[src/rtl/raster_pkg.sv]
`default_nettype none
// ============================================================================
// Module  : raster_pkg
// Brief   : Shared span-raster types, divider latency and channel clamp helper.
// Revision: 1.0
// ============================================================================
package raster_pkg;

    typedef enum logic [2:0] {
        IDLE  = 3'd0,
        SETUP = 3'd1,
        DIV   = 3'd2,
        RUN   = 3'd3,
        DONE  = 3'd4
    } span_state_t;

    localparam int CH_W_DEF   = 16;
    localparam int FRAC_W_DEF = 8;
    localparam int DIV_LAT    = CH_W_DEF + FRAC_W_DEF + 1;

    // Saturates an integer-part accumulator value into [0, 2^ch_w-1].
    function automatic logic [63:0] clamp_ch(input logic signed [63:0] acc_int, input int ch_w);
        logic signed [63:0] max_v;
        max_v = (64'sd1 <<< ch_w) - 64'sd1;
        if (acc_int < 64'sd0)
            return 64'd0;
        if (acc_int > max_v)
            return max_v;
        return acc_int;
    endfunction

endpackage
`default_nettype wire

[src/rtl/span_divider.sv]
`default_nettype none
// ============================================================================
// Module  : span_divider
// Brief   : Unsigned restoring divider, one quotient bit per cycle, done NUM_W+1
//           cycles after start.
// Revision: 1.0
// ============================================================================
module span_divider #(
    parameter int NUM_W = 24,
    parameter int DEN_W = 11
) (
    input  logic             clk,
    input  logic             reset,
    input  logic             start,
    input  logic [NUM_W-1:0] num,
    input  logic [DEN_W-1:0] den,
    output logic [NUM_W-1:0] quo,
    output logic             done
);
    localparam int c_CNT_W = $clog2(NUM_W + 1);

    logic [NUM_W-1:0]   r_quo;
    logic [DEN_W-1:0]   r_rem;
    logic [DEN_W-1:0]   r_den;
    logic [c_CNT_W-1:0] r_cnt;
    logic               r_busy;
    logic               r_done;
    logic [DEN_W:0]     w_rem_sh;
    logic [DEN_W:0]     w_rem_sub;
    logic               w_fits;

    // Remainder stays below den, so the restored value always fits DEN_W bits.
    always_comb begin
        w_rem_sh  = {r_rem, r_quo[NUM_W-1]};
        w_rem_sub = w_rem_sh - {1'b0, r_den};
        w_fits    = (w_rem_sh >= {1'b0, r_den});
    end

    always_ff @(posedge clk or posedge reset) begin
        if (reset) begin
            r_quo  <= '0;
            r_rem  <= '0;
            r_den  <= '0;
            r_cnt  <= '0;
            r_busy <= 1'b0;
            r_done <= 1'b0;
        end else begin
            r_done <= 1'b0;
            if (start) begin
                r_quo  <= num;
                r_rem  <= '0;
                r_den  <= den;
                r_cnt  <= c_CNT_W'(NUM_W);
                r_busy <= 1'b1;
            end else if (r_busy) begin
                r_quo <= {r_quo[NUM_W-2:0], w_fits};
                r_rem <= w_fits ? w_rem_sub[DEN_W-1:0] : w_rem_sh[DEN_W-1:0];
                r_cnt <= r_cnt - 1'b1;
                if (r_cnt == c_CNT_W'(1)) begin
                    r_busy <= 1'b0;
                    r_done <= 1'b1;
                end
            end
        end
    end

    assign quo  = r_quo;
    assign done = r_done;

endmodule
`default_nettype wire

[src/rtl/span_raster.sv]
`default_nettype none
// ============================================================================
// Module  : span_raster
// Brief   : Walks one span [x0..x1] on row y, emitting one pixel per handshake
//           with NUM_CH channels interpolated by fixed-point accumulation.
// Revision: 1.0
// ============================================================================
module span_raster
    import raster_pkg::*;
#(
    parameter int COORD_W = 11,
    parameter int CH_W    = 16,
    parameter int NUM_CH  = 4,
    parameter int FRAC_W  = 8
) (
    input  logic                     clk,
    input  logic                     reset,
    input  logic                     start,
    input  logic [COORD_W-1:0]       x0,
    input  logic [COORD_W-1:0]       x1,
    input  logic [COORD_W-1:0]       y,
    input  logic [NUM_CH*CH_W-1:0]   v0,
    input  logic [NUM_CH*CH_W-1:0]   v1,
    output logic                     busy,
    output logic                     pix_valid,
    input  logic                     pix_ready,
    output logic [COORD_W-1:0]       pix_x,
    output logic [COORD_W-1:0]       pix_y,
    output logic [NUM_CH*CH_W-1:0]   pix_v,
    output logic                     done
);
    localparam int c_NUM_W  = CH_W + FRAC_W;
    localparam int c_STEP_W = c_NUM_W + 1;
    localparam int c_ACC_W  = c_NUM_W + 2;
    localparam int c_K_W    = (NUM_CH > 1) ? $clog2(NUM_CH) : 1;

    span_state_t                  r_state, w_state_nx;
    logic [COORD_W-1:0]           r_xlo, r_xhi, r_cur_x, r_y;
    logic [NUM_CH*CH_W-1:0]       r_vlo, r_vhi;
    logic [c_K_W-1:0]             r_k;
    logic                         r_done;
    logic signed [c_STEP_W-1:0]   r_step [NUM_CH];
    logic signed [c_ACC_W-1:0]    r_acc  [NUM_CH];

    logic [COORD_W-1:0]           w_len;
    logic                         w_at_end, w_last_k;
    logic [CH_W-1:0]              w_mag  [NUM_CH];
    logic                         w_neg  [NUM_CH];
    logic [c_K_W-1:0]             w_div_k;
    logic                         w_div_start, w_div_done;
    logic [c_NUM_W-1:0]           w_num, w_quo;

    assign w_len    = r_xhi - r_xlo;
    assign w_at_end = (r_cur_x == r_xhi);
    assign w_last_k = (r_k == c_K_W'(NUM_CH - 1));

    generate
        for (genvar g = 0; g < NUM_CH; g++) begin : g_ch
            logic [CH_W-1:0]                 w_lo, w_hi;
            logic signed [c_ACC_W-FRAC_W-1:0] w_int;
            assign w_lo     = r_vlo[g*CH_W +: CH_W];
            assign w_hi     = r_vhi[g*CH_W +: CH_W];
            assign w_neg[g] = (w_hi < w_lo);
            assign w_mag[g] = w_neg[g] ? (w_lo - w_hi) : (w_hi - w_lo);
            // Floor of the accumulator; the last pixel is pinned to the endpoint value.
            assign w_int    = $signed(r_acc[g][c_ACC_W-1:FRAC_W]);
            assign pix_v[g*CH_W +: CH_W] = ((r_state == RUN) && w_at_end) ? w_hi
                                         : CH_W'(clamp_ch(64'(w_int), CH_W));
        end
    endgenerate

    // The divider is relaunched in the same cycle the previous channel finishes.
    assign w_div_k     = (r_state == DIV) ? r_k + 1'b1 : '0;
    assign w_num       = {w_mag[w_div_k], {FRAC_W{1'b0}}};
    assign w_div_start = ((r_state == SETUP) && (w_len != '0)) ||
                         ((r_state == DIV) && w_div_done && !w_last_k);

    span_divider #(
        .NUM_W (c_NUM_W),
        .DEN_W (COORD_W)
    ) u_div (
        .clk   (clk),
        .reset (reset),
        .start (w_div_start),
        .num   (w_num),
        .den   (w_len),
        .quo   (w_quo),
        .done  (w_div_done)
    );

    always_ff @(posedge clk or posedge reset) begin
        if (reset)
            r_state <= IDLE;
        else
            r_state <= w_state_nx;
    end

    always_comb begin
        w_state_nx = r_state;
        busy       = 1'b0;
        pix_valid  = 1'b0;
        case (r_state)
            IDLE: begin
                if (start) begin
                    busy       = 1'b1;
                    w_state_nx = SETUP;
                end
            end
            SETUP: begin
                busy       = 1'b1;
                w_state_nx = (w_len == '0) ? RUN : DIV;
            end
            DIV: begin
                busy = 1'b1;
                if (w_div_done && w_last_k)
                    w_state_nx = RUN;
            end
            RUN: begin
                busy      = 1'b1;
                pix_valid = 1'b1;
                if (pix_ready && w_at_end)
                    w_state_nx = DONE;
            end
            DONE:    w_state_nx = IDLE;
            default: w_state_nx = IDLE;
        endcase
    end

    always_ff @(posedge clk or posedge reset) begin
        if (reset) begin
            r_xlo   <= '0;
            r_xhi   <= '0;
            r_cur_x <= '0;
            r_y     <= '0;
            r_vlo   <= '0;
            r_vhi   <= '0;
            r_k     <= '0;
            r_done  <= 1'b0;
            for (int k = 0; k < NUM_CH; k++) begin
                r_step[k] <= '0;
                r_acc[k]  <= '0;
            end
        end else begin
            r_done <= (r_state == DONE);
            case (r_state)
                IDLE: begin
                    if (start) begin
                        r_k <= '0;
                        r_y <= y;
                        if (x0 > x1) begin
                            r_xlo   <= x1;
                            r_xhi   <= x0;
                            r_cur_x <= x1;
                            r_vlo   <= v1;
                            r_vhi   <= v0;
                        end else begin
                            r_xlo   <= x0;
                            r_xhi   <= x1;
                            r_cur_x <= x0;
                            r_vlo   <= v0;
                            r_vhi   <= v1;
                        end
                    end
                end
                SETUP: begin
                    if (w_len == '0)
                        for (int k = 0; k < NUM_CH; k++)
                            r_acc[k] <= $signed({2'b00, r_vlo[k*CH_W +: CH_W], {FRAC_W{1'b0}}});
                end
                DIV: begin
                    if (w_div_done) begin
                        r_step[r_k] <= w_neg[r_k] ? -$signed({1'b0, w_quo}) : $signed({1'b0, w_quo});
                        r_k         <= r_k + 1'b1;
                        if (w_last_k)
                            for (int k = 0; k < NUM_CH; k++)
                                r_acc[k] <= $signed({2'b00, r_vlo[k*CH_W +: CH_W], {FRAC_W{1'b0}}});
                    end
                end
                RUN: begin
                    if (pix_ready && !w_at_end) begin
                        r_cur_x <= r_cur_x + 1'b1;
                        for (int k = 0; k < NUM_CH; k++)
                            r_acc[k] <= r_acc[k] + c_ACC_W'(r_step[k]);
                    end
                end
                default: ;
            endcase
        end
    end

    assign pix_x = r_cur_x;
    assign pix_y = r_y;
    assign done  = r_done;

endmodule
`default_nettype wire

[config.mk]
export PLATFORM = sky130hd
export DESIGN_NAME = span_raster
export DESIGN_NICKNAME = d
export VERILOG_FILES = /design/src/rtl/raster_pkg.sv /design/src/rtl/span_divider.sv /design/src/rtl/span_raster.sv
export SDC_FILE = /design/constraint.sdc
export NUM_CORES = 2
export LEC_CHECK = 0
export CAP_MARGIN = 20
export CORE_AREA = 5 5 273 275
export DETAILED_ROUTE_END_ITERATION = 6
export DIE_AREA = 0 0 278 280
export SLEW_MARGIN = 40
export SYNTH_ARGS = -nofsm -noshare
export SYNTH_HDL_FRONTEND = slang
export SYNTH_SLANG_ARGS = --single-unit
[constraint.sdc]
create_clock -name clk -period 18.2 [get_ports clk]
set_input_delay 1.82 -clock clk [delete_from_list [all_inputs] [get_ports clk]]
set_output_delay 1.82 -clock clk [all_outputs]
set_load 0.005 [all_outputs]
# ---- Word-level counts from Yosys, hierarchy flattened
# Index checks and enable logic that the tools add are counted.
dict set report word_totals {
  register_bits 435
  output_inout_bits 89
}
dict set report op_classes {
  addsub 18
  n_lt_le_gt_ge 17
  eq_ne 14
  muxes 83
  n_bitwise 2
  reduce_logical 25
}
# operator count
set ops {}
lappend ops {{two-way mux 104 bit} 4}
lappend ops {{two-way mux 16 bit} 26}
lappend ops {{case mux 104 bit (3 select lines)} 1}
lappend ops {{two-way mux 64 bit} 2}
lappend ops {{subtractor 16 bit} 8}
lappend ops {{adder 26 x 25 -> 26 bit} 4}
lappend ops {{bitwise mux 100 bit} 1}
lappend ops {{two-way mux 11 bit} 7}
lappend ops {{> comparator 18 x 17 -> 1 bit, second input constant} 4}
lappend ops {{< comparator 18 x 1 -> 1 bit, second input constant} 4}
lappend ops {{< comparator 16 bit} 4}
lappend ops {{demux 25 bit (select 2 bit)} 1}
lappend ops {{two-way mux 25 bit} 2}
lappend ops {{two-way mux 24 bit} 2}
lappend ops {{binary-select mux 16 bit (select 2 bit)} 1}
lappend ops {{negation 24 -> 25 bit} 1}
lappend ops {{two-way mux 1 bit} 23}
lappend ops {{case mux 11 bit (2 select lines)} 1}
lappend ops {{subtractor 11 bit} 2}
lappend ops {{greater-or-equal comparator 12 x 11 -> 1 bit} 1}
lappend ops {{case mux 3 bit (4 select lines)} 1}
lappend ops {{adder 11 x 1 -> 11 bit, second input constant} 1}
lappend ops {{== test 11 bit} 1}
lappend ops {{> comparator 11 bit} 1}
lappend ops {{other kinds (30)} 56}

# ---- Longest topological paths before layout
dict set report depth {
  word_depth 7
  depth_mapped 16
  depth_no_buf 14
}

# ---- Hierarchy
# Synthesis repeated with hierarchy kept, for this count alone.
dict set report hier_totals {
  hier_cells 3957
  hier_area_um2 32677.6
}
# mod instances cells_per_inst area_each_um2 seq_area_each_um2
set by_module_without_submodules {}
lappend by_module_without_submodules {span_raster 1 3648 29728.5 9559.2}
lappend by_module_without_submodules {span_divider 1 309 2949.1 1326.3}

# ---- Worst setup path before layout
# OpenSTA, ideal clock, no wires.
dict set report synth_path {
  path_kind {input to register}
  start {input port x1[1]}
  end {register r_vhi[10]}
  t_arrival_ns 4.191
  t_required_ns 18.067
  setup_slack_ns 13.876
  stages 15
  path_buffers 3
  path_cell_list {inv_1 -> ha_1 -> nor2b_1 -> o21a_1 -> o21a_1 -> o21a_1 -> o21a_1 -> o21ai_0 -> nand2_1 -> a31oi_1 -> buf_2 -> buf_2 -> buf_2 -> mux2i_1 -> o21ai_0}
}
dict set report synth_between {
  elab_chain_cells 2
}
# item line
set synth_rtl {}
lappend synth_rtl {{start: declaration} span_raster.sv:20} ;# input logic [COORD_W-1:0] x1,
lappend synth_rtl {{> comparator 11 bit} span_raster.sv:150} ;# if (x0 > x1) begin
lappend synth_rtl {{two-way mux 64 bit} span_raster.sv:150}
lappend synth_rtl {{end signal: assignment} span_raster.sv:155} ;# r_vhi <= v0;
lappend synth_rtl {{end signal: assignment} span_raster.sv:161} ;# r_vhi <= v1;
lappend synth_rtl {{end: declaration} span_raster.sv:39} ;# logic [NUM_CH*CH_W-1:0] r_vlo, r_vhi;
# No other way between the ends.
# A chain may end at the register's enable or synchronous reset.

# ---- Worst setup path in the final report
dict set report layout_path {
  start {register r_state[2]}
  end {output port pix_v[1]}
}
dict set report layout_between {
  elab_chain_cells 3
}
# item line
set layout_rtl {}
lappend layout_rtl {{start: declaration} span_raster.sv:37} ;# span_state_t r_state, w_state_nx;
lappend layout_rtl {{start signal: assignment} span_raster.sv:95} ;# r_state <= w_state_nx;
lappend layout_rtl {{== test 3 x 2 -> 1 bit} span_raster.sv:67} ;# assign pix_v[g*CH_W +: CH_W] = ((r_state == RUN) && w_at_end) ? w_hi
lappend layout_rtl {{logical AND 1 bit} span_raster.sv:67}
lappend layout_rtl {{two-way mux 16 bit} span_raster.sv:67}
lappend layout_rtl {{end: declaration} span_raster.sv:29} ;# output logic [NUM_CH*CH_W-1:0] pix_v,
# No other way between the ends.

==> flow_metrics.py <==
metrics = {
    "floorplan": {
        "die_x_um": 278,
        "core_um2": 72100,
        "row_count": 99,
        "die_y_um": 280,
        "ios": 254,
        "die_area_um2": 77800,
        "initial_core_util_pct": 44.5,
    },
    "drt": {
        "wirelength_um": 104000,
        "avgRoutedWirePerCell_um": 20.9,
        "drtIter0Drc": 2391,
        "viasPerCell": 5.67,
        "ant_nets": 0,
        "drt-pass1-iter-count": 7,
        "drc": 0,
        "vias": 28131,
    },
    "timing": {
        "hold_viol": 0,
        "finalSetupTns_ns": 0,
        "worst_slew_margin_rel_pct": 32.8,
        "finalMaxSlewViolations": 0,
        "max_freq_ghz": 0.170,
        "tightest_slew_ns": 1.00,
        "holdWs_ns": 0.475,
        "rsz0062_at_grt": "no",
        "finalSetupViolations": 0,
        "period_minus_slack_ns": 5.88,
        "clock_skew_ns": 0.0114,
        "finalCritPeriodShare_pct": 32.3,
    },
    "finish": {
        "final_core_util_pct": 51.6,
        "mostFrequentLayoutCells": "544 x nand2_1, 434 x dfrtp_1, 407 x o21ai_0",
        "layout_commonest_cell": "nand2_1",
        "nets": 4404,
        "synthToLayoutAreaGrowth_pct": 16.0,
        "drive_above_1_share_pct": 4.85,
    },
    "logic_synthesis": {
        "syn_nets": 4265,
        "ys.flop_type": "dfrtp_1",
        "synthCells": 3822,
        "netlist_area_um2": 32100,
        "ys_types": 90,
        "yosysWarningCount": 0,
        "synth.area.top_cells": "dfrtp_1 34%, ha_1 10%, mux2i_1 6.5%, nand2_1 6.4%, o21ai_0 6.4%",
        "ys_seq_area_share_pct": 34.0,
        "avgSynthCellArea_um2": 8.39,
        "async_flop_share_pct": 100,
        "yosys.area.top_type": "dfrtp_1",
        "yosys_register_bits": 435,
        "synth-edff-count": 0,
        "synth_top_area_share_pct": 34.0,
    },
    "power": {
        "ir_drop_mv": 0.118,
        "leakage_nw": 17.7,
        "p_per_area_nw_per_um2": 204,
    },
    "critical_path": {
        "worst-r2r-cell-count": 12,
        "cp.required_ns": 16.38,
        "worstPathMaxFanout": 96,
        "startpoint_type": "flop",
        "critPathKind": "reg2out",
        "crit_arrival_ns": 4.06,
        "r2r-start": "r_vlo[48]",
        "r2r-end": "r_step[41]",
        "end_kind": "output port",
        "rrSetupSlack_ns": 13.31,
    },
    "grt": {
        "grt.overflow.total": 0,
        "grt_max_degree": 143,
        "grt_pass1_vias": 26672,
        "gr-usage-all-layers_pct": 25.8,
        "antenna_found_initial": 8,
        "grt_pass1_wl_um": 159000,
    },
    "min_path": {
        "hp-start": "pix_y[0]",
        "min_path_cells": 2,
        "min_to": "pix_y[0]",
        "hold_path_class": "reg2reg",
    },
    "outcome": {
        "status": "completed",
    },
    "clocking": {
        "post_cts_resized": 0,
        "cts_max_level": 2,
        "cts_tree": "yes",
        "worstSkewPairLatency_ns": 0.61,
        "clk_path_buf_depth": 3,
        "postCtsSetupRepairBufs": 0,
        "cts_root_buf": "clkbuf_16",
        "cts.clk_slew.worst_paths_ns": 0.06,
        "postCtsHoldBufs": 0,
        "clock_sinks": 435,
        "cts-buffers-inserted": 52,
    },
    "place": {
        "io_buffers": 253,
        "place_hpwl_um": 79400,
        "place_congestion": 0.969,
    },
    "flow_run": {
        "drv_cap": 0,
    },
}
[sequential cells by signal (all words and copies together) (netlist names), 24 cells and up]
| register | flops |
|---|---|
| r_step | 100 |
| r_acc | 32 |
| u_div.quo | 24 |
| r_vhi | 64 |
| r_vlo | 64 |
| g_ch.w_int | 72 |
[per-stage QoR]
step                setup slack [ns]  power, mW  instances  area, µm²
floorplan                       4.26       4.79       3822      32100
global placement               12.00       6.43       4862      35300
detailed placement             12.26       6.46       4862      35300
CTS                            12.11       7.58       4958      37100
global route                   12.06       8.15       4963      37200
finish                         12.32       7.60       4964      37200
[routing by layer]
layer,global-route usage [%],vias to the layer above,wire (µm)
met5,0,-,75
met4,5.59,12,2400
met3,4.64,139,7540
met2,39.7,808,45000
met1,38.3,13439,48900
li1,-,13733,-
[cell type report]
cell class	count	area (µm²)
clock buffer	75	1520
timing repair buffer	286	2900
antenna	2	5.00
inverter	234	887
tap	959	1200
fill	6972	34900
sequential	435	10900
clock inverter	21	249
multi-input combinational	2952	19500
[Yosys cell counts (73+ instances only)]
library cell and n:
nor2_1 288, a21oi_1 255, o31ai_1 83, ha_1 264, a21o_1 73, mux2i_1 208
clkbuf_1 147, dfrtp_1 435, inv_1 233, o21ai_0 408, nand2_1 546, xnor2_1 110
[report_power, final]
part	total, mW	switching (mW)	internal (mW)
sequential	1.80	0.495	1.31
combinational	4.70	2.89	1.81
clock	1.09	0.441	0.649
total	7.60	3.83	3.77
[cells by family after synthesis]
group | after synthesis | synth area share [%]
adders and majority gates | 278 | 11.2
DFF | 435 | 34.0
buffers and inverters | 435 | 5.32
muxes | 221 | 7.02
and+or+nand+nor | 1122 | 15.1
AOI/OAI and AO/OA | 1150 | 22.5
xor gates and xnor gates | 181 | 4.97
[worst max path at each step]
stage,cells after the start,from,to
after global routing,9,pix_x[1],pix_v[1]
after floorplan,1,reset,done
after global placement,16,x1[1],pix_x[7]
after CTS,7,r_state[2],pix_v[1]
after detailed placement,16,x1[1],pix_x[7]
final,8,r_state[2],pix_v[1]
[worst max-delay path, cell delays in order, from the launching register on]
cell	delay [ns]
dfrtp_1	0.48
nand2b_1	0.24
or2_2	0.50
nor2_4	0.33
clkbuf_16	0.26
buf_6	0.52
nand2_1	0.15
o31ai_1	0.19
clkdlybuf4s50_1	0.62
No activity file was read; power rests on OpenSTA's default activity.
